`config.mk`:
```
export PLATFORM = sky130hd
export DESIGN_NAME = apb_master_ctrl
export DESIGN_NICKNAME = d
export VERILOG_FILES = /design/src/rtl/apb_pkg.sv /design/src/rtl/apb_timeout_cnt.sv /design/src/rtl/apb_master_ctrl.sv
export SDC_FILE = /design/constraint.sdc
export NUM_CORES = 1
export LEC_CHECK = 0
export BUFFER_PORTS_ARGS = -buffer_cell sky130_fd_sc_hd__buf_2
export CAP_MARGIN = 20
export CORE_MARGIN = 1
export CORE_UTILIZATION = 35
export DETAILED_ROUTE_END_ITERATION = 7
export GPL_TIMING_DRIVEN = 0
export PLACE_DENSITY = 0.73
export SLEW_MARGIN = 40
export SYNTH_ARGS = -nofsm -noshare
export SYNTH_HDL_FRONTEND = slang
export SYNTH_HIERARCHICAL = 1
export SYNTH_SLANG_ARGS = --single-unit
```
`constraint.sdc`:
```
create_clock -name clk -period 3.8 [get_ports clk]
set_clock_uncertainty 0.2 [all_clocks]
set_input_delay 0.57 -clock clk [delete_from_list [all_inputs] [get_ports clk]]
set_output_delay 0.57 -clock clk [all_outputs]
set_load 0.05 [all_outputs]
```
`src/rtl/apb_pkg.sv`:
```
// ---------------------------------------------------------------------------
// apb_pkg
// Shared definitions for the APB master controller:
//   - apb_state_e : 3-bit controller state (IDLE/SETUP/ACCESS)
//   - ADDR_W / DATA_W / SEL_W : default bus widths
//   - apb_req_t   : latched processor request {write, addr, wdata, sel}
//                   at the default widths
// ---------------------------------------------------------------------------
package apb_pkg;

  localparam int ADDR_W = 8;
  localparam int DATA_W = 8;
  localparam int SEL_W  = 2;

  // Unused codes 3..7 are treated as illegal and steer back to IDLE.
  typedef enum logic [2:0] {
    ST_IDLE   = 3'd0,
    ST_SETUP  = 3'd1,
    ST_ACCESS = 3'd2
  } apb_state_e;

  typedef struct packed {
    logic              write;
    logic [ADDR_W-1:0] addr;
    logic [DATA_W-1:0] wdata;
    logic [SEL_W-1:0]  sel;
  } apb_req_t;

endpackage

```
`src/rtl/apb_timeout_cnt.sv`:
```
// ---------------------------------------------------------------------------
// apb_timeout_cnt
// Counts consecutive ACCESS wait cycles and flags the cycle in which the
// TIMEOUT_CYCLES-th wait is being spent, so the controller can abandon the
// transfer on that edge. Only instantiated when APB_TIMEOUT_EN is defined.
// Ports:
//   clk      in  system clock
//   reset    in  synchronous active-high reset
//   count_en in  1 while in ACCESS with a_ready low; 0 clears the count
//   hit      out wait budget exhausted in the current cycle
// ---------------------------------------------------------------------------
module apb_timeout_cnt #(
  parameter int TIMEOUT_CYCLES = 16
) (
  input  logic clk,
  input  logic reset,
  input  logic count_en,
  output logic hit
);

  localparam int CNT_W = $clog2(TIMEOUT_CYCLES + 1);

  logic [CNT_W-1:0] cnt_q;
  logic [CNT_W-1:0] cnt_d;

  always_comb begin
    cnt_d = '0;
    if (count_en) begin
      cnt_d = cnt_q + 1'b1;
    end
  end

  always_ff @(posedge clk) begin
    if (reset) begin
      cnt_q <= '0;
    end else begin
      cnt_q <= cnt_d;
    end
  end

  // cnt_q equals the number of waits already spent before this cycle.
  assign hit = count_en && (cnt_q == CNT_W'(TIMEOUT_CYCLES - 1));

endmodule

```
`src/rtl/apb_master_ctrl.sv`:
```
// ---------------------------------------------------------------------------
// apb_master_ctrl
// Single-master APB requester. A one-cycle p_start (with non-zero p_sel)
// in IDLE latches the request and runs one SETUP cycle followed by ACCESS
// until a_ready. Completion returns read data on p_rdata and a one-cycle
// p_stable strobe.
// Optional feature macro: APB_TIMEOUT_EN -- adds the 'timeout' output and
// abandons ACCESS after TIMEOUT_CYCLES wait cycles.
// Ports:
//   clk, reset            clock, synchronous active-high reset
//   p_write/p_start       processor request direction and strobe
//   p_addr/p_wdata/p_sel  processor address, write data, slave select
//   p_rdata/p_stable      read data and completion strobe to processor
//   a_reset               registered bus reset to APB slaves
//   a_sel/a_enable/a_write/a_addr/a_wdata  APB PSEL/PENABLE/PWRITE/PADDR/PWDATA
//   a_ready/a_rdata       APB PREADY/PRDATA
//   timeout               (APB_TIMEOUT_EN only) abandoned-transfer flag
// ---------------------------------------------------------------------------
module apb_master_ctrl
  import apb_pkg::*;
#(
  parameter int ADDR_W         = apb_pkg::ADDR_W,
  parameter int DATA_W         = apb_pkg::DATA_W,
  parameter int SEL_W          = apb_pkg::SEL_W,
  parameter int TIMEOUT_CYCLES = 16
) (
  input  logic              clk,
  input  logic              reset,
  input  logic              p_write,
  input  logic              p_start,
  input  logic [ADDR_W-1:0] p_addr,
  input  logic [DATA_W-1:0] p_wdata,
  input  logic [SEL_W-1:0]  p_sel,
  output logic [DATA_W-1:0] p_rdata,
  output logic              p_stable,
  output logic              a_reset,
  output logic [SEL_W-1:0]  a_sel,
  output logic              a_enable,
  output logic              a_write,
  output logic [ADDR_W-1:0] a_addr,
  output logic [DATA_W-1:0] a_wdata,
  input  logic              a_ready,
  input  logic [DATA_W-1:0] a_rdata
`ifdef APB_TIMEOUT_EN
  ,
  output logic              timeout
`endif
);

  // Request register sized by this instance's parameters.
  typedef struct packed {
    logic              write;
    logic [ADDR_W-1:0] addr;
    logic [DATA_W-1:0] wdata;
    logic [SEL_W-1:0]  sel;
  } req_t;

  apb_state_e        state_q, state_d;
  req_t              req_q, req_d;
  logic              p_stable_q, p_stable_d;
  logic [DATA_W-1:0] p_rdata_q, p_rdata_d;
  logic              a_reset_q;

`ifdef APB_TIMEOUT_EN
  logic timeout_q, timeout_d;
  logic tmo_hit;

  apb_timeout_cnt #(
    .TIMEOUT_CYCLES(TIMEOUT_CYCLES)
  ) u_timeout_cnt (
    .clk      (clk),
    .reset    (reset),
    .count_en ((state_q == ST_ACCESS) && !a_ready),
    .hit      (tmo_hit)
  );
`endif

  always_comb begin
    state_d    = state_q;
    req_d      = req_q;
    p_stable_d = 1'b0;
    p_rdata_d  = p_rdata_q;
`ifdef APB_TIMEOUT_EN
    timeout_d  = 1'b0;
`endif
    case (state_q)
      ST_IDLE: begin
        // A request with no slave selected has nowhere to go; drop it.
        if (p_start && (p_sel != '0)) begin
          req_d   = '{write: p_write, addr: p_addr, wdata: p_wdata, sel: p_sel};
          state_d = ST_SETUP;
        end
      end
      ST_SETUP: begin
        state_d = ST_ACCESS;
      end
      ST_ACCESS: begin
        if (a_ready) begin
          if (!req_q.write) begin
            p_rdata_d = a_rdata;
          end
          p_stable_d = 1'b1;
          state_d    = ST_IDLE;
        end
`ifdef APB_TIMEOUT_EN
        else if (tmo_hit) begin
          p_stable_d = 1'b1;
          timeout_d  = 1'b1;
          state_d    = ST_IDLE;
        end
`endif
      end
      default: begin
        state_d = ST_IDLE;
      end
    endcase
  end

  always_ff @(posedge clk) begin
    if (reset) begin
      state_q    <= ST_IDLE;
      req_q      <= '0;
      p_stable_q <= 1'b0;
      p_rdata_q  <= '0;
      a_reset_q  <= 1'b1;
`ifdef APB_TIMEOUT_EN
      timeout_q  <= 1'b0;
`endif
    end else begin
      state_q    <= state_d;
      req_q      <= req_d;
      p_stable_q <= p_stable_d;
      p_rdata_q  <= p_rdata_d;
      a_reset_q  <= 1'b0;
`ifdef APB_TIMEOUT_EN
      timeout_q  <= timeout_d;
`endif
    end
  end

  // Address/data/direction come straight from the request register, so
  // they are stable through SETUP and ACCESS and keep their last values
  // in IDLE. Only PSEL/PENABLE are qualified by state.
  assign a_sel    = ((state_q == ST_SETUP) || (state_q == ST_ACCESS)) ? req_q.sel : '0;
  assign a_enable = (state_q == ST_ACCESS);
  assign a_write  = req_q.write;
  assign a_addr   = req_q.addr;
  assign a_wdata  = req_q.wdata;
  assign a_reset  = a_reset_q;
  assign p_stable = p_stable_q;
  assign p_rdata  = p_rdata_q;
`ifdef APB_TIMEOUT_EN
  assign timeout  = timeout_q;
`endif

endmodule

```
==> run metrics <==
area grow syn2layout 35.7%; P_int 624 uW; share of cells above drive strength 1 44.2%; vias in the first global route 1021; Total GRT Usage 13.9%; XOR/XNOR Fraction of Synth Area 0%; number of synthesized flops with an enable pin 0; setup ws final 1.61 ns; cell taking the most area after synthesis dfxtp_1; Clock power frac 38.2%; WP data required 3.03 ns; slew margin rel. 69.8%; leak pwr 0.000950 uW; syn_nets 184; met3 wire length 149 um; pins over their slew limit 0; CTS tree built; Layout Cells excl Fill 265; sw power 237 uW; CP Launch Type flop; Via-to-Cell Ratio 4.27; Worst Tran Pin Value 0.454 ns; CTS buffer count 5; CP Capture Type output port; status finished clean; largest net degree at the start of global routing 11; Finish-stage setup viols 0; synthesized area per cell 8.99 um^2; post-CTS sizing 0; first-pass GRT wire length 4.20 mm; number of library cell types mapped by synthesis 23; setup_tns 0 ns; pwr dens 473 nW/um^2; Rows 22; CP Class reg -> out; most frequent cell after synthesis nand2_1; largest cells by area after synthesis dfxtp_1 (46%), nand2_1 (11%), buf_4 (9.0%); GR Overflow Total 0; routed len/inst 9.66 um; Flop pwr share 40.9%; Root Buffer clkbuf_8; DP HPWL 1.91 mm; register area share after synthesis 46.3%; Peak VDD IR 0.244 mV; mux share of post-synthesis cell area 6.72%; Post-Place Cells 257; Clock Tree Buf Depth 2; Yosys top cell area share 46.3%; n_diodes 0; Worst-path clk slew 0.07 ns; initial antenna violation count 0; compound-cell area share of the yosys netlist 11.2%; antenna viol nets, final 0; DP Worst Slack 1.92 ns; Metal-1 WL 1.14 mm; DRT Pass-1 Iters 4; Skew-Pair Late Insertion Delay 0.28 ns; Final Cycle Share 57.6%; Min-Delay Path Class in -> reg; minimum clock period 2.19 ns; clk sinks 31; H-tree lvl count 2; drc violations 0; Post-synth ARST share 0%; Post-Route WL 2.56 mm; Synth Area in Adders 3.73%; Logic pwr share 20.9%; core footprint 3660 um^2; Die X-Extent 63.9 um; crit path max fanout 4; DR WL met2 1.20 mm; GPL Wtd Cong 0.714; total die area 4080 um^2; RSZ-0062 raised after global routing false; highest routed layer met4; most frequent cells after synthesis nand2_1 (39), dfxtp_1 (31), a21oi_1 (16), buf_4 (16); Post-Syn Area 1340 um^2; Final Net Count 251; postcts setup bufs 0; ys flop type dfxtp_1; largest family of logic cells by synthesized area simple AND/OR/NAND/NOR gates; I/O Pins 61; Post-CTS Hold Fix Bufs 0; initial DRC count 21; cell count after synthesis 149; Sw Share 27.5%; YS warnings 6; Critical Path AT 1.42 ns; post-synthesis sequential element count 31; die height 63.9 um; Initial Util 36.6%; Max-cap violations 0; via count 1131; Max Clock Freq 457 MHz; IO Port Bufs 60; Simple-Gate Fraction of Synth Area 16.8%; Hold Fails Final Rpt 0
## power groups by stage
stage | Clock (uW) | Combinational, uW | Sequential, uW
final | 328 | 180 | 352
after global routing | 352 | 195 | 355
after CTS | 340 | 182 | 352
after detailed placement | 0 | 182 | 360
after global placement | 0 | 180 | 359
after floorplan | 0 | 127 | 369
## worst max-delay path, cell delays in order, from the launching register on
cell	delay, ns
dfxtp_1	0.38
inv_1	0.07
ha_1	0.30
and2_1	0.13
buf_2	0.26
## placed cells by master, fill, tap and decap left out, types with 2 or more instances in the layout
cell	n
dfxtp_1	31
clkbuf_8	6
buf_4	16
a21oi_1	16
a21oi_2	4
ha_1	4
nand2_1	39
nand2b_1	2
buf_2	63
and2_1	2
mux2i_1	9
buf_6	2
inv_1	2
nor2_1	9
## path summary, 6_finish.rpt
check	slack, ns	from	depth (start not counted)	to
min reg2reg	0.25	a_wdata[3]	2	a_wdata[3]
min	0.24	reset	1	a_reset
max	1.61	state_q[1]	4	a_sel[0]
max reg2reg	2.23	state_q[0]	6	p_rdata[5]
## metrics by stage
| step | instance area [um^2] | utilization, % | hold slack (ns) | total power (uW) |
|---|---|---|---|---|
| final | 1820 | 49.7 | 0.245 | 861 |
| after global routing | 1820 | 49.7 | 0.251 | 902 |
| after CTS | 1820 | 49.7 | 0.239 | 874 |
| after detailed placement | 1700 | 46.4 | 0.247 | 541 |
| after global placement | 1700 | 46.4 | 0.241 | 540 |
| after floorplan | 1340 | - | 0.232 | 496 |
## sequential cells by signal, summed over array words and instances, names as in the netlist
signal / cells
a_reset: 1
req_q: 2
state_q: 2
p_rdata: 8
p_stable: 1
a_wdata: 8
a_write: 1
a_addr: 8
## kinds of logic after synthesis
group                      after synthesis
adders and majority gates                4
muxes                                    9
DFF                                     31
and+or+nand+nor                         55
AOI/OAI and AO/OA                       24
buffers and inverters                   26
## final cells by class
cell class / count / area (um^2)
fill: 376 / 1840
sequential: 31 / 621
timing repair buffer: 60 / 300
buffer: 24 / 196
multi-input combinational: 92 / 515
tap: 48 / 60.1
clock buffer: 6 / 82.6
inverter: 2 / 7.51
clock inverter: 2 / 35.0
## per-layer routing
layer / track usage, % / vias up
li1: - / 599
met1: 16.2 / 492
met2: 21.5 / 35
met3: 4.11 / 5
met4: 10.2 / 0
met5: 0 / -
Power figures use the tool's default switching activity.
